--- config.mk ---
export PLATFORM = sky130hd
export DESIGN_NAME = joy_split_scan
export DESIGN_NICKNAME = d
export VERILOG_FILES = /design/src/rtl/joy_split_scan.sv
export SDC_FILE = /design/constraint.sdc
export NUM_CORES = 1
export LEC_CHECK = 0
export ABC_CLOCK_PERIOD_IN_PS = 2000
export CORE_ASPECT_RATIO = 0.75
export CORE_MARGIN = 4
export CORE_UTILIZATION = 56
export DETAILED_ROUTE_END_ITERATION = 16
export PLACE_DENSITY = 0.82
export SYNTH_ARGS = -nofsm -noshare
export SYNTH_HDL_FRONTEND = slang
export SYNTH_SLANG_ARGS = --single-unit
export TNS_END_PERCENT = 30
--- constraint.sdc ---
create_clock -name pclk -period 2 [get_ports pclk]
set_input_delay 0.3 -clock pclk [delete_from_list [all_inputs] [get_ports pclk]]
set_output_delay 0.3 -clock pclk [all_outputs]
set_load 0.01 [all_outputs]
--- src/rtl/joy_split_scan.sv ---
// Two-player joystick scanner: alternates the external splitter select, waits for the lines to
// settle, samples the synchronised connector and debounces each player's vector.
module joy_split_scan #(
    parameter int unsigned SETTLE_CYCLES  = 8,
    parameter int unsigned DEBOUNCE_SCANS = 4,
    parameter int unsigned JOY_W          = 6
) (
    input  logic             pclk,
    input  logic             I_RESET,
    input  logic             enable,
    input  logic [JOY_W-1:0] joy_in,
    output logic             joy_split_out,
    output logic [JOY_W-1:0] joystick1,
    output logic [JOY_W-1:0] joystick2,
    output logic             scan_tick
);

    localparam logic [7:0]       SettleLast = 8'(SETTLE_CYCLES - 1);
    localparam logic [3:0]       DebScans   = 4'(DEBOUNCE_SCANS);
    localparam logic [JOY_W-1:0] Released   = '1;

    typedef enum logic [1:0] {
        StASettle,
        StASample,
        StBSettle,
        StBSample
    } state_e;

    state_e           state_q;
    logic [7:0]       settle_cnt_q;
    logic             split_q;
    logic [JOY_W-1:0] joy_meta_q;
    logic [JOY_W-1:0] joy_sync_q;
    logic [JOY_W-1:0] cand_a_q;
    logic [JOY_W-1:0] cand_b_q;
    logic [JOY_W-1:0] out_a_q;
    logic [JOY_W-1:0] out_b_q;
    logic [3:0]       cnt_a_q;
    logic [3:0]       cnt_b_q;
    logic             sample_a;
    logic             sample_b;

    always_ff @(posedge pclk) begin
        if (I_RESET) begin
            joy_meta_q <= Released;
            joy_sync_q <= Released;
        end else begin
            joy_meta_q <= joy_in;
            joy_sync_q <= joy_meta_q;
        end
    end

    // Dropping enable anywhere on the B side aborts straight back to player A.
    always_ff @(posedge pclk) begin
        if (I_RESET) begin
            state_q      <= StASettle;
            settle_cnt_q <= 8'd0;
            split_q      <= 1'b0;
        end else begin
            case (state_q)
                StASettle: begin
                    if (settle_cnt_q == SettleLast) begin
                        state_q <= StASample;
                    end else begin
                        settle_cnt_q <= settle_cnt_q + 8'd1;
                    end
                end
                StASample: begin
                    settle_cnt_q <= 8'd0;
                    if (enable) begin
                        state_q <= StBSettle;
                        split_q <= 1'b1;
                    end else begin
                        state_q <= StASettle;
                    end
                end
                StBSettle: begin
                    if (!enable) begin
                        state_q      <= StASettle;
                        settle_cnt_q <= 8'd0;
                        split_q      <= 1'b0;
                    end else if (settle_cnt_q == SettleLast) begin
                        state_q <= StBSample;
                    end else begin
                        settle_cnt_q <= settle_cnt_q + 8'd1;
                    end
                end
                StBSample: begin
                    state_q      <= StASettle;
                    settle_cnt_q <= 8'd0;
                    split_q      <= 1'b0;
                end
                default: begin
                    state_q      <= StASettle;
                    settle_cnt_q <= 8'd0;
                    split_q      <= 1'b0;
                end
            endcase
        end
    end

    assign sample_a  = (state_q == StASample);
    assign sample_b  = (state_q == StBSample) && enable;
    assign scan_tick = enable ? (state_q == StBSample) : (state_q == StASample);

    // Released is treated as already stable, so the counters start saturated.
    always_ff @(posedge pclk) begin
        if (I_RESET) begin
            cand_a_q <= Released;
            cnt_a_q  <= DebScans;
            out_a_q  <= Released;
        end else if (sample_a) begin
            if (joy_sync_q != cand_a_q) begin
                cand_a_q <= joy_sync_q;
                cnt_a_q  <= 4'd1;
                if (DebScans == 4'd1) out_a_q <= joy_sync_q;
            end else if (cnt_a_q < DebScans) begin
                cnt_a_q <= cnt_a_q + 4'd1;
                if (cnt_a_q + 4'd1 == DebScans) out_a_q <= cand_a_q;
            end
        end
    end

    always_ff @(posedge pclk) begin
        if (I_RESET || !enable) begin
            cand_b_q <= Released;
            cnt_b_q  <= DebScans;
            out_b_q  <= Released;
        end else if (sample_b) begin
            if (joy_sync_q != cand_b_q) begin
                cand_b_q <= joy_sync_q;
                cnt_b_q  <= 4'd1;
                if (DebScans == 4'd1) out_b_q <= joy_sync_q;
            end else if (cnt_b_q < DebScans) begin
                cnt_b_q <= cnt_b_q + 4'd1;
                if (cnt_b_q + 4'd1 == DebScans) out_b_q <= cand_b_q;
            end
        end
    end

    assign joy_split_out = split_q;
    assign joystick1     = out_a_q;
    assign joystick2     = enable ? out_b_q : Released;

endmodule

==> summary.md <==
| Metric | Value |
|---|---|
| Residual DRC | `0` |
| PnR worst setup slack | `0.0892 ns` |
| Initial antenna violation count | `0` |
| Area of the core | `0.00403 mm^2` |
| Routability cong. | `0.840` |
| RR Startpoint | `joy_sync_q[0]` |
| Filler cells | `332` |
| R2R cell count | `4` |
| Post-CTS Resized | `0` |
| Synth Area per Inst | `8.94 um^2` |
| Place WS | `0.138 ns` |
| Largest net degree at the start of global routing | `28` |
| Final Slew Violations | `0` |
| Worst Path Max Fanout | `9` |
| Mux cell area share after synthesis | `5.56%` |
| Final global-route overflow total | `0` |
| Leak | `1.02 nW` |
| Setup bufs post-CTS | `0` |
| R2R Path End | `joystick1[5]` |
| R2R Setup Slk | `0.20 ns` |
| Slew @ Worst Pin | `0.541 ns` |
| Nets | `299` |
| Ys flop type | `dfxtp_1` |
| Clock-pin slew on the worst setup and hold paths | `0.11 ns` |
| Hold Crit Class | `reg -> reg` |
| First-pass GRT wire length | `7.11 mm` |
| Clock sink total | `55` |
| Worst setup endpoint | `scan_tick` |
| CTS root buf | `clkbuf_8` |
| Synthesis Warnings | `0` |
| Die area | `0.00529 mm^2` |
| Final Skew | `0.0123 ns` |
| Reg area | `0.00110 mm^2` |
| HPWL after DPL | `3.01 mm` |
| Most common cell in the netlist | `dfxtp_1` |
| CTS tree | `yes` |
| Total power | `1.87 mW` |
| Post-synth ARST share | `0%` |
| Num CTS Buffers | `5` |
| Cts hold-fix bufs | `0` |
| Die H | `64.0 um` |
| Average routed wire per standard cell | `12.0 um` |
| Setup TNS | `0 ns` |
| Synth area leader | `dfxtp_1` |
| Status | `finished, final reports clean` |
| Initial Util | `58.1%` |
| Layout area overhead | `16.3%` |
| Worst skew pair latency | `0.32 ns` |
| Diodes inserted | `0` |
| Detail Route Antenna Nets | `0` |
| Syn Inst Count | `262` |
| Simple-gate portion of the synthesized area | `27.5%` |
| Layout cell share with drive strength beyond 1 | `11.2%` |
| DRT iter0 DRCs | `138` |
| Synthesized area | `0.00234 mm^2` |
| H-tree Lvls | `2` |
| Synth Area in Compound Gates | `6.95%` |
| Xor/xnor share of the synthesized area | `7.48%` |
| Arr. time, crit path | `1.61 ns` |
| DR vias | `1,784` |
| Final setup vio count | `0` |
| First drt pass iteration count | `4` |
| Synth Register Bits | `55` |
| Clock period minus final worst setup slack | `1.91 ns` |
| CTS Buffer Depth | `2` |
| CP required | `1.70 ns` |
| Final hold violation count | `0` |
| Port bufs | `22` |
| Final period util | `95.5%` |
| Combined area of the multi-input logic cells | `0.00117 mm^2` |
| Worst setup SP type | `register` |
| Max frequency | `0.523 GHz` |
| Pwr Density | `688 mW/mm^2` |
| Vias per cell | `5.23` |
| Synth Area in Adders | `2.67%` |
| Top-Level Pins | `23` |
| Slew Limit Headroom | `63.6%` |
| Synth unique cells | `36` |
| Post-Place Cells | `333` |
| Number of enable flip-flop cells after synthesis | `0` |
| Fin util | `67.6%` |
| Crit Path Class | `reg -> out` |
| Number of global-route vias before repair | `1,591` |
| VDD IR-drop max | `0.377 mV` |
| Maxcap violations | `0` |
| Final Non-Filler Cells | `341` |
| Setup crit start | `state_q[1]` |
| Synth area leaders | `dfxtp_1 47%, nor2_1 6.1%, mux2i_1 5.6%, nand3_1 3.8%, or2_2 3.7%` |
| GR Util All Layers | `17.4%` |
| FP Rows | `20` |
| Post-Syn Nets | `276` |
| Detailed Route WL | `4.09 mm` |
| Die width | `82.7 um` |
| Seq/Total Area, Yosys | `47.0%` |
| Synth top area share | `47.0%` |
| Main combinational cell family by area after synthesis | `simple AND/OR/NAND/NOR gates` |
| CP Capture Type | `output port` |
| Top post-synthesis cells by count | `55 x dfxtp_1, 38 x nor2_1, 18 x nand2_1, 18 x nand3_1, 14 x or2_2` |
| RSZ-0062 raised after global routing | `no` |
power by group:
part | total, mW | switching (mW) | internal [mW]
Sequential | 1.13 | 0.0143 | 1.11
Combinational | 0.116 | 0.0629 | 0.0528
Clock | 0.632 | 0.376 | 0.256
Total | 1.87 | 0.453 | 1.42
worst max-delay path, stage by stage (launching register included):
cell and delay (ns):
dfxtp_1 0.50, xnor2_1 0.15, and2_1 0.13, clkdlybuf4s50_1 0.52
layer usage:
layer	vias to the layer above	wire (um)	track usage, %
met5	-	0	0
met4	0	87	8.57
met3	8	300	4.23
met2	46	1670	24.6
met1	791	2030	24.6
li1	939	-	-
layout by cell type (no fill, tap or decap), drive strengths merged, types with 7 or more instances in the layout:
cell type      count
a21oi              7
clkdlybuf4s50     22
dfxtp             55
mux2i             13
nand2             18
nand2b             9
nand3             18
nand4              9
nor2              38
o21ai              9
or2               14
xnor2             10
xor2              10
stage by stage:
stage / area, um^2 / hold WS [ns]
final: 2720 / 0.420
after global routing: 2720 / 0.432
after CTS: 2720 / 0.423
after detailed placement: 2630 / 0.397
after global placement: 2630 / 0.391
after floorplan: 2340 / 0.389
state kept, by name, summed over array words and instances (netlist names), 6 cells and up:
register      flops
cand_a_q          6
cand_b_q          6
joy_meta_q        6
joy_sync_q        6
joystick1         6
out_b_q           6
settle_cnt_q      8
logic make-up after synthesis:
family	count (synthesis)
AO/OA/AOI/OAI	26
multiplexers	13
XOR/XNOR	20
flip-flops	55
buffers and inverters	17
AND/OR/NAND/NOR	126
adder cells (fa/ha/maj)	5
cell type report:
cell class,count,share of cell area (%)
Inverter,5,0.689
Clock inverter,3,0.919
Clock buffer,5,2.53
Tap cell,55,2.53
Timing Repair Buffer,28,9.74
Sequential cell,55,40.4
Multi-Input combinational cell,190,43.2
how the worst min path moves through the flow:
stage / startpoint / cells after the start / end
final: joy_meta_q[5] / 1 / joy_sync_q[5]
after detailed placement: joy_meta_q[0] / 1 / joy_sync_q[0]
after global routing: joy_meta_q[5] / 1 / joy_sync_q[5]
after CTS: joy_meta_q[0] / 1 / joy_sync_q[0]
after floorplan: joy_meta_q[0] / 1 / joy_sync_q[0]
after global placement: joy_meta_q[1] / 1 / joy_sync_q[1]
Power figures use the tool's default switching activity.
